<file path="src/rtl/bicubic_upsample_mc.sv">
// x4 bicubic upsampler for multi-channel pixels: input phase/eol/eof tagging, vertical then horizontal pass, global-stall pipeline.
// Optional round-half-up on the horizontal result when BICUBIC_ROUND_EN is defined; truncation otherwise.
module bicubic_upsample_mc #(
  parameter int unsigned CHANNEL_WIDTH  = 8,
  parameter int unsigned CHANNEL_NUM    = 3,
  parameter int unsigned BLOCK_SIZE     = 960,
  parameter int unsigned SRC_IMG_HEIGHT = 540,
  parameter int unsigned PIPE_STAGES    = 3
) (
  input  logic                                   clk,
  input  logic                                   rst_n,
  input  logic                                   bf_req_valid,
  output logic                                   bcci_req_ready,
  input  logic [CHANNEL_NUM*16*CHANNEL_WIDTH-1:0] bf_req_data,
  output logic                                   bcci_rsp_valid,
  input  logic                                   bf_rsp_ready,
  output logic [CHANNEL_NUM*4*CHANNEL_WIDTH-1:0]  bcci_rsp_data,
  output logic                                   bcci_rsp_eol,
  output logic                                   bcci_rsp_eof
);
  localparam int unsigned CW    = CHANNEL_WIDTH;
  localparam int unsigned IN_W  = CHANNEL_NUM * 16 * CW;
  localparam int unsigned OUT_W = CHANNEL_NUM * 4 * CW;
  localparam int unsigned WT_W  = 12;
  localparam int unsigned VW    = CW + 14;
  localparam int unsigned HW    = CW + 28;
  localparam int unsigned ROWS  = 4 * SRC_IMG_HEIGHT;
  localparam int unsigned COL_W = (BLOCK_SIZE > 1) ? $clog2(BLOCK_SIZE) : 1;
  localparam int unsigned ROW_W = (ROWS > 1) ? $clog2(ROWS) : 1;
  localparam int unsigned DLY   = PIPE_STAGES - 1;

  // Phase code doubles as the weight-table row: 0=1/8, 1=3/8, 2=5/8, 3=7/8.
  localparam logic signed [WT_W-1:0] W_TAB [4][4] = '{
    '{-12'sd147, 12'sd1981, 12'sd235,  -12'sd21},
    '{-12'sd225, 12'sd1535, 12'sd873,  -12'sd135},
    '{-12'sd135, 12'sd873,  12'sd1535, -12'sd225},
    '{-12'sd21,  12'sd235,  12'sd1981, -12'sd147}
  };

`ifdef BICUBIC_ROUND_EN
  localparam logic signed [HW-1:0] RND = HW'(2**21);
`else
  localparam logic signed [HW-1:0] RND = HW'(0);
`endif

  typedef enum logic [1:0] {S1, S2, S3, S4} phase_state_e;

  phase_state_e      state, state_nxt;
  logic [1:0]        v_phase_c;
  logic              pipe_en, hs, at_eol, at_eof;
  logic [COL_W-1:0]  col_cnt;
  logic [ROW_W-1:0]  row_cnt;

  logic              s1_valid, s1_eol, s1_eof;
  logic [1:0]        s1_phase;
  logic [IN_W-1:0]   s1_win;
  logic [OUT_W-1:0]  res_c;

  logic [OUT_W-1:0]  dl_data  [DLY];
  logic              dl_valid [DLY];
  logic              dl_eol   [DLY];
  logic              dl_eof   [DLY];

  assign pipe_en        = ~bcci_rsp_valid | bf_rsp_ready;
  assign bcci_req_ready = pipe_en;
  assign hs             = bf_req_valid & pipe_en;
  assign at_eol         = (col_cnt == COL_W'(BLOCK_SIZE - 1));
  assign at_eof         = at_eol & (row_cnt == ROW_W'(ROWS - 1));

  // Row-phase state register
  always_ff @(posedge clk or negedge rst_n) begin
    if (!rst_n) state <= S1;
    else        state <= state_nxt;
  end

  // Advance on the last window of a row; frame end forces S1
  always_comb begin
    state_nxt = state;
    if (hs && at_eof) begin
      state_nxt = S1;
    end else if (hs && at_eol) begin
      case (state)
        S1:      state_nxt = S2;
        S2:      state_nxt = S3;
        S3:      state_nxt = S4;
        default: state_nxt = S1;
      endcase
    end
  end

  always_comb begin
    v_phase_c = 2'd2;
    case (state)
      S1:      v_phase_c = 2'd2;
      S2:      v_phase_c = 2'd3;
      S3:      v_phase_c = 2'd0;
      default: v_phase_c = 2'd1;
    endcase
  end

  always_ff @(posedge clk or negedge rst_n) begin
    if (!rst_n) begin
      col_cnt <= '0;
      row_cnt <= '0;
    end else if (hs) begin
      if (at_eol) begin
        col_cnt <= '0;
        row_cnt <= at_eof ? '0 : row_cnt + ROW_W'(1);
      end else begin
        col_cnt <= col_cnt + COL_W'(1);
      end
    end
  end

  // Input stage: window plus the tags it carries down the pipe
  always_ff @(posedge clk or negedge rst_n) begin
    if (!rst_n) begin
      s1_valid <= 1'b0;
      s1_win   <= '0;
      s1_phase <= '0;
      s1_eol   <= 1'b0;
      s1_eof   <= 1'b0;
    end else if (pipe_en) begin
      s1_valid <= bf_req_valid;
      s1_win   <= bf_req_data;
      s1_phase <= v_phase_c;
      s1_eol   <= hs & at_eol;
      s1_eof   <= hs & at_eof;
    end
  end

  // Vertical pass per column, horizontal pass per lane, then clamp
  always_comb begin
    logic signed [VW-1:0] vacc;
    logic signed [HW-1:0] hacc;
    logic signed [VW-1:0] vcol [4];
    logic [CW-1:0]        lane;
    res_c = '0;
    for (int ch = 0; ch < int'(CHANNEL_NUM); ch++) begin
      for (int c = 0; c < 4; c++) begin
        vacc = '0;
        for (int r = 0; r < 4; r++) begin
          vacc = vacc + VW'($signed({1'b0, s1_win[((ch*16)+4*r+c)*CW +: CW]}))
                      * VW'(W_TAB[s1_phase][2'(r)]);
        end
        vcol[c] = vacc;
      end
      for (int k = 0; k < 4; k++) begin
        hacc = RND;
        for (int c = 0; c < 4; c++) begin
          hacc = hacc + HW'(vcol[c]) * HW'(W_TAB[2'(k)][2'(c)]);
        end
        if (hacc[HW-1])                lane = '0;
        else if (|hacc[HW-2:CW+22])    lane = '1;
        else                           lane = hacc[CW+21:22];
        res_c[((ch*4)+k)*CW +: CW] = lane;
      end
    end
    if (!s1_valid) res_c = '0;
  end

  always_ff @(posedge clk or negedge rst_n) begin
    if (!rst_n) begin
      for (int i = 0; i < int'(DLY); i++) begin
        dl_data[i]  <= '0;
        dl_valid[i] <= 1'b0;
        dl_eol[i]   <= 1'b0;
        dl_eof[i]   <= 1'b0;
      end
    end else if (pipe_en) begin
      dl_data[0]  <= res_c;
      dl_valid[0] <= s1_valid;
      dl_eol[0]   <= s1_eol;
      dl_eof[0]   <= s1_eof;
      for (int i = 1; i < int'(DLY); i++) begin
        dl_data[i]  <= dl_data[i-1];
        dl_valid[i] <= dl_valid[i-1];
        dl_eol[i]   <= dl_eol[i-1];
        dl_eof[i]   <= dl_eof[i-1];
      end
    end
  end

  assign bcci_rsp_valid = dl_valid[DLY-1];
  assign bcci_rsp_data  = dl_data[DLY-1];
  assign bcci_rsp_eol   = dl_eol[DLY-1];
  assign bcci_rsp_eof   = dl_eof[DLY-1];
endmodule

</file>
<file path="config.mk">
export PLATFORM = sky130hd
export DESIGN_NAME = bicubic_upsample_mc
export DESIGN_NICKNAME = d
export VERILOG_FILES = /design/src/rtl/bicubic_upsample_mc.sv
export SDC_FILE = /design/constraint.sdc
export NUM_CORES = 1
export LEC_CHECK = 0
export CAP_MARGIN = 20
export CORE_AREA = 5 5 184 186
export DETAILED_ROUTE_END_ITERATION = 16
export DIE_AREA = 0 0 189 191
export SYNTH_ARGS = -nofsm -noshare
export SYNTH_HDL_FRONTEND = slang
export SYNTH_SLANG_ARGS = --single-unit
</file>
<file path="constraint.sdc">
create_clock -name clk -period 2.7 [get_ports clk]
set_clock_uncertainty 0.1 [all_clocks]
set_input_delay 0.405 -clock clk [delete_from_list [all_inputs] [get_ports clk]]
set_output_delay 0.405 -clock clk [all_outputs]
set_load 0.01 [all_outputs]
</file>
==> flow_metrics.py <==
metrics = {
    "synthesis": {
        "netlist_area_um2": 2331,
        "yosysTopAreaCellShare_pct": 33.28,
        "async_flop_share_pct": 100.0,
        "yosysMostFrequentCell": "buf_4",
        "syn_inst": 261,
        "synth_cell_types": 42,
        "netlist_top_cells_count": "96 x buf_4, 37 x nand2_1, 31 x dfrtp_1",
        "synth_edf_count": 0,
        "ys_seq_elements": 31,
        "syn_area_per_cell_um2": 8.931,
        "yosysTopAreaCell": "dfrtp_1",
        "synth_ff_type": "dfrtp_1",
        "yosys_warnings": 0,
        "ys_seq_area_share_pct": 33.28,
        "synthTopCellsByArea": "dfrtp_1 33%, buf_4 31%, nand2_1 6.0%, nand4_1 2.7%, mux2i_1 2.1%",
    },
    "routing": {
        "wire_per_inst_um": 6.455,
        "antenna_left": 0,
        "first_pass_iters": 4,
        "vias": 1515,
        "drtIter0Drc": 78,
        "wl_mm": 4.428,
        "viasPerCell": 2.208,
        "route.detailed.drc": 0,
    },
    "sta": {
        "fin_crit_ps": 2370,
        "relSlewSlack_pct": 55.24,
        "finalSetupTns_ps": 0,
        "setup_viol": 0,
        "worst_pin_slew_ps": 666.3,
        "period_share_pct": 87.78,
        "timing.fmax_mhz": 421.9,
        "worst_hold_slack_ps": 359.3,
        "hold_viol_final": 0,
        "rsz0062_at_grt": "no",
        "drv_slew": 0,
    },
    "global_route": {
        "grt.overflow.total": 0,
        "grt_usage_pct": 2.381,
        "grt_max_degree": 32,
        "grt_pass1_wl_mm": 6.831,
        "grt_pass1_vias": 1411,
        "antenna_found_initial": 0,
    },
    "clock_tree": {
        "clock_latency_ps": 270,
        "clkSinkCount": 31,
        "cts.clk_slew.worst_paths_ps": 50,
        "cts_root_buf": "clkbuf_16",
        "ctsResizeCount": 0,
        "cts_max_path_buffers": 2,
        "post_cts_buffers": 0,
        "cts_hold_buf": 0,
        "cts_made_buffers": 5,
        "tritoncts": "done",
        "cts.htree.levels": 2,
    },
    "critical_path": {
        "critPathMaxStageDelay_ps": 570,
        "end_kind": "output port",
        "cp.arrival_ps": 1870,
        "worstPathMaxFanout": 7,
        "critPathSlowestCell": "clkdlybuf4s50_1",
        "worst_r2r_startpoint": "col_cnt[0]",
        "start_kind": "input port",
        "critPathKind": "in -> out",
        "path_cells": "clkdlybuf4s50_1 -> nor2b_4 -> clkinv_1 -> clkdlybuf4s50_1",
        "critical_path.most_common_cell": "clkdlybuf4s50_1",
        "required_ps": 2190,
        "setup.worst_path.start": "bf_rsp_ready",
    },
    "cells_and_area": {
        "final_core_util_pct": 8.526,
        "area_growth_pct": 17.50,
        "antenna_cells": 0,
        "drive_gt1_share_pct": 9.353,
        "finish.net_count": 667,
    },
    "die": {
        "core_area_um2": 32120,
        "core.rowCount": 66,
        "io_pins": 488,
        "die_w_um": 189,
        "dieHeight_um": 191,
        "initial_core_util_pct": 7.256,
        "dieArea_um2": 36100,
    },
    "status": {
        "status": "finished clean",
    },
    "worst_hold_path": {
        "hp-class": "reg -> reg",
        "hp-start": "dl_valid[1]",
    },
    "job": {
        "cap_viol_max_count": 0,
    },
    "power_and_ir_drop": {
        "p_leak_nw": 1.188,
        "max-vdd-ir-drop_mv": 0.2146,
        "cellPowerDensity_nw_per_um2": 540.6,
    },
    "placement": {
        "hpwlAfterDp_mm": 3.426,
        "io_buffers": 7,
        "finalWeightedCongestion": 0.7684,
    },
}
## routing by layer
metal,global-route usage (%),wire length [um]
met5,0,0
met4,1.121,65
met3,1.132,466
met2,3.709,2070
met1,2.766,1825
## final timing paths
check,to,slack [ps],depth (start not counted)
max,bcci_req_ready,330,4
max reg2reg,row_cnt[10],640,5
min,dl_valid[1],360,2
max in group asynchronous,col_cnt[4],1770,2
min reg2reg,dl_valid[1],360,2
min in group asynchronous,row_cnt[2],430,2
## logic make-up after synthesis
kind of cell	Yosys count	share of synthesized area [%]
AND/OR/NAND/NOR	92	22.01
adder cells (fa/ha/maj)	2	1.073
AO/OA/AOI/OAI	19	5.206
XOR/XNOR	6	2.254
flip-flops	31	33.28
other	1	0.1609
multiplexers	7	3.113
buffers and inverters	103	32.90
## through the flow
step           power [mW]  setup WS [ps]  instance area [um^2]  instances
6_report            1.481          329.8                  2739        686
5_1_grt             1.560          238.5                  2739        686
4_1_cts             1.497          257.1                  2739        686
3_5_place_dp       0.8373          256.5                  2565        678
3_3_place_gp       0.8314          261.0                  2565        678
2_1_floorplan      0.8422          801.9                  2688        356
## state kept, by name, indices dropped and copies added, names as in the netlist
register and count:
s1_eol 1, dl_eol 1, dl_eof 1, bcci_rsp_eol 1, s1_eof 1, s1_valid 1, dl_valid 1, bcci_rsp_valid 1
row_cnt 12, bcci_rsp_eof 1, col_cnt 10
## critical path, delay by kind of cell
kind	cells	cell delay, ps
AND/OR/NAND/NOR	1	180
buffers and inverters	3	1280
## power breakdown
group	switching [mW]	total (mW)	internal, mW
logic	0.164	0.254	0.0899
clock network	0.194	0.652	0.458
registers	0.0544	0.574	0.520
## cell usage in the layout, fill, tap and decap left out, drive strengths merged, types with 6 or more instances in the layout
| cell | count |
|---|---|
| and3 | 6 |
| buf | 7 |
| clkbuf | 6 |
| clkdlybuf4s50 | 7 |
| conb | 96 |
| dfrtp | 31 |
| nand2 | 37 |
| nand3 | 11 |
| nand4 | 10 |
| nor2 | 7 |
## layout make-up
type,instances,area (um^2)
clock inverters,2,35.03
inverters,3,11.26
flip-flops and latches,31,775.7
multi-input cells,222,1145
well taps,408,510.5
fillers,3690,29380
clock buffers,6,138.9
repair buffers,14,122.6
Power figures use the tool's default switching activity.
